$ cat config.mk
export PLATFORM = sky130hd
export DESIGN_NAME = spi_slave
export DESIGN_NICKNAME = d
export VERILOG_FILES = /design/src/rtl/spi_slave.sv
export SDC_FILE = /design/constraint.sdc
export NUM_CORES = 1
export LEC_CHECK = 0
export ABC_CLOCK_PERIOD_IN_PS = 2400
export BUFFER_PORTS_ARGS = -buffer_cell sky130_fd_sc_hd__buf_4
export CAP_MARGIN = 20
export CORE_MARGIN = 2
export CORE_UTILIZATION = 60
export CTS_BUF_LIST = sky130_fd_sc_hd__clkbuf_2 sky130_fd_sc_hd__clkbuf_4 sky130_fd_sc_hd__clkbuf_8
export CTS_CLUSTER_DIAMETER = 80
export CTS_CLUSTER_SIZE = 10
export DETAILED_ROUTE_END_ITERATION = 12
export PLACE_DENSITY_LB_ADDON = 0.3
export SETUP_SLACK_MARGIN = 0.02
export SYNTH_ARGS = -nofsm -noshare
export SYNTH_HDL_FRONTEND = slang
export SYNTH_SLANG_ARGS = --single-unit
export TNS_END_PERCENT = 20
$ cat constraint.sdc
create_clock -name clk -period 2.4 [get_ports clk]
set_clock_uncertainty 0.15 [all_clocks]
set_input_delay 0.48 -clock clk [delete_from_list [all_inputs] [get_ports clk]]
set_output_delay 0.48 -clock clk [all_outputs]
set_load 0.01 [all_outputs]
$ cat src/rtl/spi_slave.sv
// SPI slave, oversampled in the clk domain, full-duplex data_width-bit words, one-word TX holding buffer.
// Optional: define SPI_SLAVE_MISO_TRISTATE_EN to release miso (Z) whenever the slave is not ACTIVE.
`timescale 1ns/1ps
module spi_slave #(
  parameter int clk_polarity = 0,
  parameter int clk_phase    = 0,
  parameter int data_width   = 16
) (
  input  logic                  clk,
  input  logic                  rst_n,
  input  logic                  sclk,
  input  logic                  mosi,
  output logic                  miso,
  input  logic                  ss,
  input  logic [data_width-1:0] tx_data,
  input  logic                  tx_valid,
  output logic                  tx_ready,
  output logic [data_width-1:0] rx_data,
  output logic                  rx_valid,
  output logic                  busy
);
  localparam int CW = $clog2(data_width + 1);

  typedef enum logic {IDLE, ACTIVE} state_t;

  state_t                state_q, state_d;
  logic [2:0]            sclk_sync_q, sclk_sync_d;
  logic [2:0]            ss_sync_q, ss_sync_d;
  logic [1:0]            mosi_sync_q, mosi_sync_d;
  logic [CW-1:0]         bit_cnt_q, bit_cnt_d;
  logic [data_width-1:0] rx_shift_q, rx_shift_d;
  logic [data_width-1:0] tx_shift_q, tx_shift_d;
  logic [data_width-1:0] tx_buf_q, tx_buf_d;
  logic                  tx_full_q, tx_full_d;
  logic                  tx_armed_q, tx_armed_d;
  logic [data_width-1:0] rx_data_q, rx_data_d;
  logic                  rx_valid_q, rx_valid_d;
  logic                  miso_q, miso_d;

  logic sclk_rise, sclk_fall, leading_edge, trailing_edge;
  logic sample_edge, shift_edge, ss_fall, ss_rise, load;

  assign sclk_rise     = sclk_sync_q[1] & ~sclk_sync_q[2];
  assign sclk_fall     = ~sclk_sync_q[1] & sclk_sync_q[2];
  assign leading_edge  = (clk_polarity == 0) ? sclk_rise : sclk_fall;
  assign trailing_edge = (clk_polarity == 0) ? sclk_fall : sclk_rise;
  assign sample_edge   = (clk_phase == 0) ? leading_edge : trailing_edge;
  assign shift_edge    = (clk_phase == 0) ? trailing_edge : leading_edge;
  assign ss_fall       = ~ss_sync_q[1] & ss_sync_q[2];
  assign ss_rise       = ss_sync_q[1] & ~ss_sync_q[2];

  always_comb begin
    sclk_sync_d = {sclk_sync_q[1:0], sclk};
    ss_sync_d   = {ss_sync_q[1:0], ss};
    mosi_sync_d = {mosi_sync_q[0], mosi};
    state_d     = state_q;
    bit_cnt_d   = bit_cnt_q;
    rx_shift_d  = rx_shift_q;
    tx_shift_d  = tx_shift_q;
    tx_buf_d    = tx_buf_q;
    tx_full_d   = tx_full_q;
    tx_armed_d  = tx_armed_q;
    rx_data_d   = rx_data_q;
    rx_valid_d  = 1'b0;
    load        = 1'b0;

    case (state_q)
      IDLE: begin
        bit_cnt_d  = '0;
        tx_armed_d = 1'b0;
        if (ss_fall) begin
          load    = 1'b1;
          state_d = ACTIVE;
        end
      end
      default: begin
        if (ss_rise) begin
          // A word that completed on this same cycle is still delivered.
          if (bit_cnt_q == CW'(data_width)) begin
            rx_data_d  = rx_shift_q;
            rx_valid_d = 1'b1;
          end
          state_d    = IDLE;
          bit_cnt_d  = '0;
          tx_armed_d = 1'b0;
        end else if (bit_cnt_q == CW'(data_width)) begin
          rx_data_d  = rx_shift_q;
          rx_valid_d = 1'b1;
          bit_cnt_d  = '0;
          load       = 1'b1;
        end else begin
          if (sample_edge) begin
            rx_shift_d = {rx_shift_q[data_width-2:0], mosi_sync_q[1]};
            bit_cnt_d  = bit_cnt_q + CW'(1);
          end
          // The first shift edge of a word only presents the MSB (CPHA=1);
          // with CPHA=0 it is the stray trailing edge after the previous word.
          if (shift_edge) begin
            if (bit_cnt_q != '0) tx_shift_d = {tx_shift_q[data_width-2:0], 1'b0};
            else                 tx_armed_d = 1'b1;
          end
        end
      end
    endcase

    if (load) begin
      tx_shift_d = tx_full_q ? tx_buf_q : '0;
      tx_armed_d = 1'b0;
      tx_full_d  = 1'b0;
    end
    // Handshake only happens while empty, so a same-cycle load already saw the old contents.
    if (tx_valid && !tx_full_q) begin
      tx_buf_d  = tx_data;
      tx_full_d = 1'b1;
    end

    miso_d = (state_q == ACTIVE && (clk_phase == 0 || tx_armed_q)) ?
             tx_shift_q[data_width-1] : 1'b0;
  end

  always_ff @(posedge clk or negedge rst_n) begin
    if (!rst_n) begin
      sclk_sync_q <= {3{1'(clk_polarity)}};
      ss_sync_q   <= 3'b111;
      mosi_sync_q <= '0;
      state_q     <= IDLE;
      bit_cnt_q   <= '0;
      rx_shift_q  <= '0;
      tx_shift_q  <= '0;
      tx_buf_q    <= '0;
      tx_full_q   <= 1'b0;
      tx_armed_q  <= 1'b0;
      rx_data_q   <= '0;
      rx_valid_q  <= 1'b0;
      miso_q      <= 1'b0;
    end else begin
      sclk_sync_q <= sclk_sync_d;
      ss_sync_q   <= ss_sync_d;
      mosi_sync_q <= mosi_sync_d;
      state_q     <= state_d;
      bit_cnt_q   <= bit_cnt_d;
      rx_shift_q  <= rx_shift_d;
      tx_shift_q  <= tx_shift_d;
      tx_buf_q    <= tx_buf_d;
      tx_full_q   <= tx_full_d;
      tx_armed_q  <= tx_armed_d;
      rx_data_q   <= rx_data_d;
      rx_valid_q  <= rx_valid_d;
      miso_q      <= miso_d;
    end
  end

  assign busy     = (state_q == ACTIVE);
  assign tx_ready = ~tx_full_q;
  assign rx_data  = rx_data_q;
  assign rx_valid = rx_valid_q;

`ifdef SPI_SLAVE_MISO_TRISTATE_EN
  assign miso = busy ? miso_q : 1'bz;
`else
  assign miso = busy ? miso_q : 1'b0;
`endif

endmodule

# == Word level (Yosys, flattened, before mapping) ==
# Index checks and enable logic that the tools add are counted.
# totals
in_bits,22
output_inout_bits,20
regBits,81
wordCells,60
# op_classes
n_mux,22
add_sub_neg,1
eq_ne,4
n_bitwise,11
n_reduce_logical,10
# ops
cell,count
$mux W16,7
$mux W5,4
$mux W1,11
$reduce_bool A2 Y1,4
$not A1 Y1,7
$add A5 B1 Y5 const B,1
$eq A5 B5 Y1 const B,1
$reduce_and A5 Y1,1
$reduce_bool A5 Y1,1
$and A1 B1 Y1,4
$ne A4 B1 Y1 const B,1
$reduce_and A4 Y1,1
$ne A2 B1 Y1 const B,1
$ne A2 B2 Y1 const B,1
$reduce_and A2 Y1,1
$logic_and A1 B1 Y1,1
$logic_not A1 Y1,1

# == Depth between registers and ports, before layout ==
# Gate-level depths: netlist of the first run.
# depth
depth_word,7
ltp_mapped,7
depth_no_buf,6

# == Worst setup path after synthesis of the first run ==
# No wires, ideal clock.
# synth_path
kind,reg-to-reg
startpoint,register bit_cnt_q[0]
endpoint,"register rx_data_q[10], in the netlist rx_data[10]"
period_less_slack_ns,1.817
stages_incl_launch_ff,7
setup_time_ns,0.125
arrival_time_ns,1.542
path_slack_ns,0.583
cell_sequence,dfrtp_1 > inv_1 > ha_1 > nor3b_2 > nand3_4 > buf_6 > mux2_4
# synth_via
elab_chain_cells,2
# synth_rtl
element,line,rtl
start: declaration,30,"logic [CW-1:0] bit_cnt_q, bit_cnt_d;"
start signal: assignment,141,bit_cnt_q <= bit_cnt_d;
$eq A5 B5 Y1,"79, 86",
$reduce_and A2 Y1 (no line),--,
end signal: assignment,147,rx_data_q <= rx_data_d;
end: declaration,36,"logic [data_width-1:0] rx_data_q, rx_data_d;"
# Every way passes these cells.
# A chain may end at the register's enable or synchronous reset.

# == Worst setup path after layout of the first run ==
# layout_path
startpoint,register bit_cnt_q[0]
endpoint,"register rx_data_q[9], in the netlist rx_data[9]"
# The elaborated chain is that of the path after synthesis.

==> results of run 1 <==
[logic make-up after synthesis]
| logic type | after synthesis | synth area share |
|---|---|---|
| AOI/OAI and AO/OA | 34 | 0.102 |
| muxes | 49 | 0.181 |
| and+or+nand+nor | 39 | 0.0742 |
| adders and majority gates | 3 | 0.0105 |
| DFF | 81 | 0.590 |
| buffers and inverters | 18 | 0.0324 |
| xor gates and xnor gates | 4 | 0.0102 |
[per-layer routing]
metal | vias to the layer above | track usage | wire (um)
li1 | 908 | - | -
met1 | 986 | 0.290 | 2720
met2 | 53 | 0.282 | 2640
met3 | 8 | 0.0407 | 269
met4 | 0 | 0.0931 | 87
met5 | - | 0 | 0
[layout by cell type (no fill, tap or decap), types with 3 or more instances in the layout]
cell / count
dfrtp_1: 78
buf_4: 46
mux2_2: 29
mux2_4: 19
nand2_1: 17
o2bb2ai_1: 15
clkbuf_8: 12
a2bb2oi_2: 9
inv_1: 6
nor2_1: 6
a2bb2oi_1: 6
nand4_1: 3
xor2_1: 3
dfstp_2: 3
[worst min path at each step]
stage | cells past startpoint | slack, ns | to | from
after floorplan | 0 | 0.03 | bit_cnt_q[0] | rst_n
after global placement | 0 | 0.18 | mosi_sync_q[1] | mosi_sync_q[0]
after detailed placement | 0 | 0.19 | mosi_sync_q[1] | mosi_sync_q[0]
after CTS | 1 | 0.03 | rx_data[10] | rst_n
after global routing | 1 | 0.06 | rx_shift_q[14] | rst_n
final | 1 | 0.03 | tx_shift_q[10] | rst_n
[area by class of cell]
class / instances / area [um2] / share of cell area
Tap cell: 72 / 90.1 / 0.0223
Timing Repair Buffer: 47 / 365 / 0.0903
Multi-Input combinational cell: 129 / 1300 / 0.321
Clock buffer: 14 / 180 / 0.0445
Sequential cell: 81 / 2030 / 0.502
Inverter: 6 / 22.5 / 0.00556
Clock inverter: 2 / 60.1 / 0.0148
[sequential cells by signal (all words and copies together), names as in the netlist]
register     cells
rx_valid         1
busy             1
rx_shift_q      16
tx_full_q        1
mosi_sync_q      2
sclk_sync_q      3
ss_sync_q        3
miso_q           1
tx_buf_q        16
bit_cnt_q        5
rx_data         16
tx_shift_q      16
[cells in the mapped netlist]
library cell  instances
nor3b_1               1
nand4bb_2             1
nand4_4               1
nand2_4               1
xnor2_1               1
and2_1                2
a31oi_1               1
dfstp_2               3
o21a_4                1
dfrtp_1              78
nor2b_1               2
o2bb2ai_1            15
a21oi_1               1
nand2_1              17
a2bb2oi_2             9
nand3_1               1
ha_1                  2
buf_6                 3
mux2_4               19
nor3b_2               1
nand4_1               3
o21ai_1               1
buf_4                 1
a2bb2oi_1             6
mux2i_1               1
maj3_2                1
buf_8                 1
buf_2                 5
xor2_1                3
nand4bb_4             1
inv_1                 6
nand3_4               1
mux2_2               29
clkbuf_1              2
nor2_1                6
nand2b_1              1
[per-stage QoR]
stage | hold WS [ns] | setup slack [ns] | power [mW] | std cells | area, um2
final | 0.0251 | 0.378 | 3.60 | 351 | 4050
after global routing | 0.0590 | 0.259 | 3.78 | 351 | 4050
after CTS | 0.0328 | 0.363 | 3.63 | 351 | 4050
after detailed placement | 0.193 | 0.421 | 2.48 | 335 | 3810
after global placement | 0.184 | 0.487 | 2.44 | 335 | 3810
after floorplan | 0.0344 | 0.583 | 2.30 | 228 | 3440
[power groups by stage]
stage	Combinational, mW	Clock (mW)	Sequential, mW
2_1_floorplan	0.509	0	1.79
3_3_place_gp	0.597	0	1.85
5_1_grt	0.667	1.24	1.87
4_1_cts	0.622	1.18	1.83
6_report	0.613	1.15	1.84
3_5_place_dp	0.621	0	1.86
==> reports/qor.txt, run 1 <==
Yosys reg bits: 81
R2R Path Start: bit_cnt_q[0]
combinational share of power: 0.170
cts bufs inserted: 9
Chip Height: 79.7 um
Synth Cell Area: 3440 um2
WP buf/inv: 1
GPL Wtd Cong: 0.793
Starting DRT DRC Count: 174
Worst EP required: 2.48 ns
Clock transition at path regs: 0.08 ns
Critical path origin: bit_cnt_q[0]
DRT antenna net count: 0
post-synthesis cell type count: 36
syn nets: 252
status: complete, no violations
CTS Sinks: 81
GRT Resource Usage Total: 0.197
Mean Syn Cell Area: 15.1 um2
worst slew pin tran: 0.664 ns
H-tree levels: 3
routed vias: 1955
wire per inst: 16.3 um
Ys Warns: 0
cell-internal power: 2.72 mW
Slew HR: 0.557
Flop pwr share: 0.510
pin count of the biggest net entering global routing: 52
Slowest cell on crit path: dfrtp_1
crit path time final: 2.02 ns
R2R depth: 5
Initial Utilization: 0.625
Yosys top cell area share: 0.567
initial antenna violation count: 0
Crit path arrival time: 2.10 ns
layout cells sized above 1: 0.470
Switching Share: 0.243
Longest Clk Path Bufs: 2
Hold Fails Final Rpt: 0
RSZ-0062 raised after global routing: no
post_cts resized: 0
R2R Path End: rx_data[9]
setup TNS: 0 ns
Max Cap Violations: 0
worst vdd ir: 0.000499 V
Syn Inst Count: 228
worst min path class: primary input to async pin
sequential share of the synthesized area: 0.590
Max Slew Vio Count: 0
full die area: 6360 um2
largest cells by area after synthesis: dfrtp_1, mux2_2, mux2_4, a2bb2oi_2, o2bb2ai_1
worst setup path end: rx_data[9]
DRC: 0
Achievable Freq: 0.495 GHz
Filler cells: 350
part of the power in the clock network: 0.319
period utilisation layout: 0.842
vias in the first global route: 1905
Clock Latency Late Sink: 0.34 ns
dpl hpwl: 3600 um
Yosys top cell by area: dfrtp_1
Setup Viol. Count Final: 0
# Post-CTS Setup Buffers: 0
Area Overhead vs Synth: 17.6%
Vias per Instance: 5.57
Nets: 298
remaining global-route overflow: 0
R2R Setup Slk: 0.38 ns
Setup crit end kind: flop
DR pass1 iterations: 4
Critical Path, Cell by Cell: inv_1 > ha_1 > nor3b_2 > nand3_4 > mux2_4
CTS tree: built
P_leak: 1.95 nW
detailed-route wire length: 5720 um
core area: 5510 um2
cell family with the largest share of critical-path delay: simple AND/OR/NAND/NOR gates
Die X: 79.7 um
PwrDens: 889 nW/um2
CP Class: flop to flop
crit-path max FO: 17
Root Buffer: clkbuf_8
Core Util, Final: 0.735
crit path launch type: flop
Buffers on Ports: 41
Rows: 27
IO Pins: 42
Net Sw Power: 0.875 mW
Antenna Cells: 0
CP peak stage delay: 0.42 ns
first-pass GRT wire length: 9470 um
hold-fix buffers at CTS: 0
critical path depth: 5
(Power assumes the default switching activity.)
==> inputs of run 2 (changes only) <==
- ABC_AREA: unset -> 1
- ABC_CLOCK_PERIOD_IN_PS: 2400 -> 1800
- CORE_UTILIZATION: 60 -> 54
- clock period: 2.4 -> 1.8 ns (I/O delays scaled with it)
==> run 2 against run 1 <==
- clock-buffer cell count fell by 3
- global-route usage shrank 1.5 points
- clock power increased by 24%
- setup slack lost 0.25 ns
- core utilization shrank 6.4 points
- critical path type unchanged
- area after synthesis increased by 3.5%
- cell area increased by 5.3%
- via count is 23% higher
==> reports/qor.txt, run 2 <==
Synth Cell Area: 3560 um2 (+3.5%)
worst min path class: primary input to flop
Yosys reg bits: 81 (unchanged)
Nets: 432 (+45%)
post-synthesis cell type count: 27 (-25%)
DP Area: 3970 um2 (+4.1%)
Starting DRT DRC Count: 167 (-4.0%)
routed vias: 2398 (+23%)
fin area: 4260 um2 (+5.3%)
DRT antenna net count: 0 (unchanged)
Initial Utilization: 0.561 (-0.0639)
Max Slew Vio Count: 0 (unchanged)
period utilisation layout: 0.928 (+0.0853)
worst slew pin tran: 0.454 ns (-0.210 ns)
H-tree levels: 3 (unchanged)
pin count of the biggest net entering global routing: 54 (+3.8%)
DR pass1 iterations: 4 (unchanged)
Buffers on Ports: 41 (unchanged)
Max Cap Violations: 0 (unchanged)
GPL Wtd Cong: 0.824 (+3.8%)
Area Overhead vs Synth: 19.7%
core area: 6350 um2 (+15%)
Placed Cells: 467 (+39%)
Core Util, Final: 0.671 (-0.0637)
CP peak stage delay: 0.41 ns (about the same)
largest cells by area after synthesis: dfrtp_1, nand2_1, mux2_2, nand3_1, inv_1
crit path time final: 1.67 ns (-0.352 ns)
Clock transition at path regs: 0.07 ns (about the same)
detailed-route wire length: 5900 um (+3.1%)
setup TNS: 0 ns (unchanged)
PwrDens: 1230 nW/um2 (+39%)
EDFF count, synth: 0 (unchanged)
worst vdd ir: 0.000983 V (+97%)
wire per inst: 12.1 um (-26%)
Chip Height: 85.2 um (+6.9%)
fin cells: 488 (+39%)
Post-synth top cells: nand2_1, dfrtp_1, inv_1, nand3_1, o21ai_0
Syn Inst Count: 355 (+56%)
Achievable Freq: 0.599 GHz (+21%)
cts bufs inserted: 9 (unchanged)
most used standard cell by instance count after synthesis: nand2_1
ys flop type: dfrtp_1
CP Class: flop to flop
Longest Clk Path Bufs: 2 (unchanged)
CTS tree: built
async set-or-reset flop fraction in the synthesized netlist: 1.00 (unchanged)
GRT Resource Usage Total: 0.182 (-0.0154)
Crit path arrival time: 1.75 ns (-0.35 ns)
Rows: 29 (+7.4%)
RSZ-0062 raised after global routing: no
full die area: 7260 um2 (+14%)
Worst EP required: 1.88 ns (-0.60 ns)
Clock Latency Late Sink: 0.34 ns (about the same)
Root Buffer: clkbuf_8
Vias per Instance: 4.91 (-12%)
vias in the first global route: 2462 (+29%)
DRC: 0 (unchanged)
Slowest cell on crit path: dfrtp_1
Yosys top cell by area: dfrtp_1
Die X: 85.2 um (+6.9%)
syn nets: 379 (+50%)
Setup Viol. Count Final: 0 (unchanged)
Slew HR: 0.696 (+0.139)
layout cells sized above 1: 0.316 (-0.153)
P_leak: 2.13 nW (+9.4%)
Yosys top cell area share: 0.548 (-0.0193)
first-pass GRT wire length: 10600 um (+12%)
Critical Path, Cell by Cell: inv_1 > ha_2 > nand3_4 > nand2_8 > nand2_8 > nand2_8 > inv_4 > nand2_1 > nand2_1
most frequent cells in the layout: nand2_1, dfrtp_1, buf_4
sequential share of the synthesized area: 0.570 (-0.0201)
CTS Sinks: 81 (unchanged)
Hold Fails Final Rpt: 0 (unchanged)
crit path launch type: flop
Total Power: 5.26 mW (+46%)
IO Pins: 42 (unchanged)
dpl hpwl: 4060 um (+13%)
Mean Syn Cell Area: 10.0 um2 (-34%)
Setup crit end kind: flop
Ys Warns: 0 (unchanged)
crit-path max FO: 17 (unchanged)
CP dominant cell by count: nand2_8
status: complete, no violations
commonest non-fill, non-tap cell in the layout: nand2_1
remaining global-route overflow: 0 (unchanged)
Antenna Cells: 0 (unchanged)
initial antenna violation count: 0 (unchanged)
-- run 2: cell count changes in the layout (fill, tap and decap cells not counted), sizes merged, moves of 15 or more --
cell	previous run	this run
nand2	18	111
inv	6	44
nand3	2	36
o21ai	1	35
mux2	48	16
a2bb2oi	15	0
o2bb2ai	15	0
-- run 2: cell families after synthesis --
kind of cell	synth area share
buffers and inverters	0.0769
and+or+nand+nor	0.220
xor gates and xnor gates	0.00738
DFF	0.570
AOI/OAI and AO/OA	0.0685
muxes	0.0506
adders and majority gates	0.00702
-- run 2: final cells by class --
type	instances	area, um2
fill	514	2090
sequential	81	2030
tap	77	96.3
timing repair buffer	57	492
clock buffer	11	151
inverter	44	168
multi-input combinational	215	1260
clock inverter	3	65.1
-- run 2: path summary, 6_finish.rpt --
kind	startpoint	to	slack, ns	cells past startpoint
max reg2reg	bit_cnt_q[0]	tx_shift_q[2]	0.13	9
max	bit_cnt_q[0]	tx_shift_q[2]	0.13	9
max in group asynchronous	rst_n	ss_sync_q[2]	0.74	3
min	tx_data[10]	tx_buf_q[10]	0.09	2
min in group asynchronous	rst_n	rx_data[13]	0.23	2
min reg2reg	mosi_sync_q[0]	mosi_sync_q[1]	0.20	0
-- run 2: per-layer routing --
layer | vias up | share of wire | wire length, um | global-route usage
met1 | 1121 | 0.46 | 2710 | 0.245
met4 | 0 | 0.015 | 91 | 0.0779
met5 | - | 0 | 0 | 0
met3 | 11 | 0.036 | 214 | 0.0438
met2 | 50 | 0.49 | 2880 | 0.284
li1 | 1216 | - | - | -
-- run 2: repair_timing --
item	4_1_cts	5_1_grt
hold buffers	4	0
gates resized for setup	0	2
setup endpoints to repair	0	20
endpoints found under the hold margin	81	0
buffers inserted	0	3
-- run 2: per-stage QoR --
| step | worst slack, ns | hold WS, ns |
|---|---|---|
| after floorplan | 0.214 | -0.0856 |
| after global placement | 0.150 | 0.0481 |
| after detailed placement | 0.114 | 0.0495 |
| after CTS | 0.109 | 0.0790 |
| after global routing | 0.0159 | 0.0750 |
| final | 0.130 | 0.0905 |
-- run 2: report_power, final --
group / switching (mW) / total (mW) / internal [mW]
Sequential: 0.242 / 2.49 / 2.25
Combinational: 0.727 / 1.33 / 0.606
Clock: 0.591 / 1.43 / 0.839
-- run 2: worst max-delay path, delay by kind of cell (launching register included) --
| family | cells | cell delay (ns) |
|---|---|---|
| adder cells (fa/ha/maj) | 1 | 0.21 |
| buffers and inverters | 2 | 0.18 |
| flip-flops | 1 | 0.41 |
| AND/OR/NAND/NOR | 6 | 0.61 |
